## src/rtl/cola_llamadas_piso.sv

```systemverilog
// cola_llamadas_piso: floor-call FIFO feeding destinations to the car controller
module cola_llamadas_piso #(
  parameter int DEPTH  = 4,
  parameter int ADDR_W = 2
) (
  input  logic              clk,
  input  logic              rst,
  input  logic [3:0]        boton,
  input  logic [1:0]        piso_actual,
  input  logic              puertas_abiertas,
  output logic [1:0]        destino,
  output logic              destino_valido,
  output logic [3:0]        pendientes,
  output logic [ADDR_W:0]   cuenta,
  output logic              lleno,
  output logic              vacio
);
  logic [3:0]        s1, s2, prev, solicitud, press, accept, cand, pick, served;
  logic [1:0]        mem [DEPTH];
  logic [ADDR_W-1:0] wr_ptr, rd_ptr;
  logic [1:0]        sel;
  logic              door_prev, pop, push;
  assign vacio          = cuenta == '0;
  assign lleno          = cuenta == (ADDR_W+1)'(DEPTH);
  assign destino_valido = !vacio;
  assign destino        = vacio ? piso_actual : mem[rd_ptr];
  assign press          = s2 & ~prev;
  assign cand           = solicitud & ~pendientes;
  assign sel            = cand[0] ? 2'd0 : cand[1] ? 2'd1 : cand[2] ? 2'd2 : 2'd3;
  assign pop            = puertas_abiertas & ~door_prev & destino_valido;
  assign push           = |cand & (!lleno | pop);
  assign pick           = push ? 4'b1 << sel : 4'b0;
  assign served         = pop ? 4'b1 << mem[rd_ptr] : 4'b0;
  // presses are dropped if already queued or for the floor whose doors are open
  always_comb begin
    accept = '0;
    for (int i = 0; i < 4; i++)
      accept[i] = press[i] & ~pendientes[i] & ~(puertas_abiertas && piso_actual == 2'(i));
  end
  // synchronizers, call latching and queue state
  always_ff @(posedge clk) begin
    if (rst) begin
      s1         <= '0;
      s2         <= '0;
      prev       <= '0;
      door_prev  <= 1'b0;
      solicitud  <= '0;
      pendientes <= '0;
      wr_ptr     <= '0;
      rd_ptr     <= '0;
      cuenta     <= '0;
    end else begin
      s1         <= boton;
      s2         <= s1;
      prev       <= s2;
      door_prev  <= puertas_abiertas;
      solicitud  <= (solicitud | accept) & ~pick;
      pendientes <= (pendientes & ~served) | pick;
      if (push) begin
        mem[wr_ptr] <= sel;
        wr_ptr      <= wr_ptr + 1'b1;
      end
      if (pop) rd_ptr <= rd_ptr + 1'b1;
      cuenta <= cuenta + (ADDR_W+1)'(push) - (ADDR_W+1)'(pop);
    end
  end
endmodule

```

## config.mk

```make
export PLATFORM = sky130hd
export DESIGN_NAME = cola_llamadas_piso
export DESIGN_NICKNAME = d
export VERILOG_FILES = /design/src/rtl/cola_llamadas_piso.sv
export SDC_FILE = /design/constraint.sdc
export NUM_CORES = 1
export LEC_CHECK = 0
export BUFFER_PORTS_ARGS = -buffer_cell sky130_fd_sc_hd__buf_4
export CORE_AREA = 2 2 43 75
export CTS_CLUSTER_DIAMETER = 100
export DETAILED_ROUTE_END_ITERATION = 6
export DIE_AREA = 0 0 45 77
export GPL_TIMING_DRIVEN = 0
export PLACE_DENSITY_LB_ADDON = 0.15
export SLEW_MARGIN = 20
export SYNTH_ARGS = -nofsm -noshare
export SYNTH_HDL_FRONTEND = slang
export SYNTH_SLANG_ARGS = --single-unit
```

## constraint.sdc

```tcl
create_clock -name clk -period 6.81 [get_ports clk]
set_input_delay 1.0215 -clock clk [delete_from_list [all_inputs] [get_ports clk]]
set_output_delay 1.0215 -clock clk [all_outputs]
set_load 0.05 [all_outputs]
```

==> out/results.tsv <==
metric	value	unit
cts_root_buf	clkbuf_8	
rrSetupSlack	4.22	ns
final_cell_mix	dfxtp_1 (30), nor2b_1 (20), buf_4 (20), nor2_1 (13), edfxtp_1 (8)	
avgSynthCellArea	10.5	um2
final_layout_size_suffix_gt1_share	16.6	%
gr-usage-all-layers	20.5	%
post_dp_cell_area	1720	um2
timing.setup.tns	0	ns
io_pins	21	
share_of_async_settable_or_async_resettable_flops_after_synthesis	0	%
tightest_slew	0.466	ns
rows	26	
antenna_found_initial	0	
total_of_hold_buffers_inserted_after_clock_tree_synthesis	0	
period_needed	2.88	ns
io_buffers	20	
via_count	1129	
critPathRequiredTime	6.97	ns
final-max-slew-violation-count	0	
synth_fp_nets	163	
maxCapViolations	0	
p_leak	0.710	nW
wl	3020	um
power_density_relative_to_cell_area	385	nW/um2
critPathTopFamily	adder cells	
design_area	1800	um2
place.gp.congestion	0.770	
yosysSeqAreaShare	54.7	%
crit_start	puertas_abiertas	
initial_core_util	53.7	%
synthesis.area	1540	um2
numCtsBuffers	5	
slew_headroom	68.9	%
area_growth	17.3	%
design.core.area	2860	um2
crit_arrival	3.04	ns
worst_setup_sp_type	input pin	
detailedPlacementHpwl	2350	um
clock_latency	0.29	ns
clock_path_buffers	2	
finalSetupViolations	0	
fmax	0.347	GHz
finalHoldViolCount	0	
ys_seq_elements	38	
layout_commonest_cell	dfxtp_1	
worst_path_max_delay_cell	fa_1	
path_cells	buf_4, nand2b_1, nand2_1, nand2_1, ha_1, inv_1, ha_1, fa_1, xnor2_1, xnor2_1, nor2_1	
worst_hold_path_type	flop to flop	
clock_tree.htree_level_count	2	
ys.warnings.count	0	
detail_route.vias_per_cell	5.56	
synth_enable_flop_cells	8	
setup.worst_path.end	cuenta[2]$_SDFF_PP0_	
worstPathMaxFanout	10	
slowest_delay	0.38	ns
clock_input_transition_at_the_sequential_cells_of_the_worst_setup_and_hold_paths	0.07	ns
timing_worst_setup_path_type	input pin to flop	
fp.dieW	45	um
timing.clock.skew	0.00674	ns
final_critical_path_setup_slack	3.93	ns
insertedDiodeCount	0	
fin_nets	190	
cts_tree	built	
grt_remaining_overflow	0	
max-vdd-ir-drop	307	uV
timing.reg2reg.worst_path_depth	10	
result_of_the_run	finished clean	
grt_start_max_net_pins	12	
worstReg2RegStart	cuenta[2]$_SDFF_PP0_	
grt_first_pass_wirelength	5110	um
detailedRoute.firstIterationViolations	23	
tcrit_tclk_final	42.3	%
drt_pre_antenna_iters	4	
floorplan.die_area	3470	um2
detail-route-antenna-nets	0	
remaining_drc_errors	0	
place_ws	3.62	ns
r2r_end	cuenta[2]$_SDFF_PP0_	
first_global_vias	1206	
ctsResizeCount	0	
post-cts-setup-buffer-count	0	
fp.dieH	77	um
ys_types	30	
worstSetupPathDepth	11	
grt_setup_unrepaired	no	
cts_sinks	38	
buffers_plus_inverters_on_the_worst_setup_path	2	
endpoint_kind	flop	
synth_flop_cell	dfxtp_1	
drt_wl_cell	14.9	um
synth_cells	147	
## per-layer routing
layer  GRT usage (%)  vias to the layer above  part of all wire, %
met4            13.2                        0                  3.5
li1                -                      558                    -
met5               0                        -                    0
met1            20.2                      539                   38
met3            6.59                       11                  3.6
met2            34.3                       21                   55
## synthesized netlist by cell type (all sizes together), types with 4 or more instances
master | n | share of area (%)
dfxtp | 30 | 39
nor2b | 20 | 8.1
nor2 | 13 | 3.2
edfxtp | 8 | 16
inv | 7 | 1.7
nand2 | 7 | 1.7
nand3 | 7 | 2.3
o21ai | 7 | 2.3
a21oi | 6 | 2.0
ha | 6 | 4.9
nor3b | 5 | 2.4
a31oi | 4 | 1.6
## where the power goes
part	switching [mW]	total (mW)	internal [mW]
combinational	0.185	0.279	0.0939
sequential	0.0185	0.272	0.254
clock	0.0739	0.144	0.0703
## layout make-up
cell class | count | area [um2]
Fill cell | 249 | 1060
Sequential cell | 38 | 841
Multi-Input combinational cell | 98 | 654
Timing Repair Buffer | 20 | 150
Clock buffer | 6 | 72.6
Tap cell | 28 | 35.0
Inverter | 7 | 26.3
Buffer | 4 | 16.3
Clock inverter | 2 | 8.76
## flip-flops by register name, indices dropped and copies added, names as in the netlist, named ones only
register and count:
prev 4, pendientes 4, mem 8, door_prev 1, solicitud 4, wr_ptr 2
rd_ptr 2, cuenta 3, s2 4, s1 4
## stage by stage
step	power, mW	hold slack [ns]	util, %	std cells
2_1_floorplan	0.478	0.414	-	147
3_3_place_gp	0.550	0.420	60.2	195
3_5_place_dp	0.557	0.436	60.2	195
4_1_cts	0.703	0.455	63.0	203
5_1_grt	0.732	0.466	63.0	203
6_report	0.695	0.449	63.0	203
## how the worst min path moves through the flow
stage	from	endpoint	slack, ns	depth (start not counted)
global placement	s1[1]$_SDFF_PP0_	s2[1]$_SDFF_PP0_	0.42	1
global route	s1[1]$_SDFF_PP0_	s2[1]$_SDFF_PP0_	0.47	1
CTS	s1[1]$_SDFF_PP0_	s2[1]$_SDFF_PP0_	0.45	1
finish	s1[1]$_SDFF_PP0_	s2[1]$_SDFF_PP0_	0.45	1
detailed placement	s1[1]$_SDFF_PP0_	s2[1]$_SDFF_PP0_	0.44	1
floorplan	s1[0]$_SDFF_PP0_	s2[0]$_SDFF_PP0_	0.41	1
## logic make-up (layout without fill, tap and decap cells)
logic type                 count (synthesis)  after routing  synth area share (%)
and+or+nand+nor                           65             65                  23.4
muxes                                      2              2                  3.17
buffers and inverters                     11             39                  2.77
xor gates and xnor gates                   4              4                  2.28
adders and majority gates                  7              7                  6.18
DFF                                       38             38                  54.7
AOI/OAI and AO/OA                         20             20                  7.49
Power figures use the tool's default switching activity.
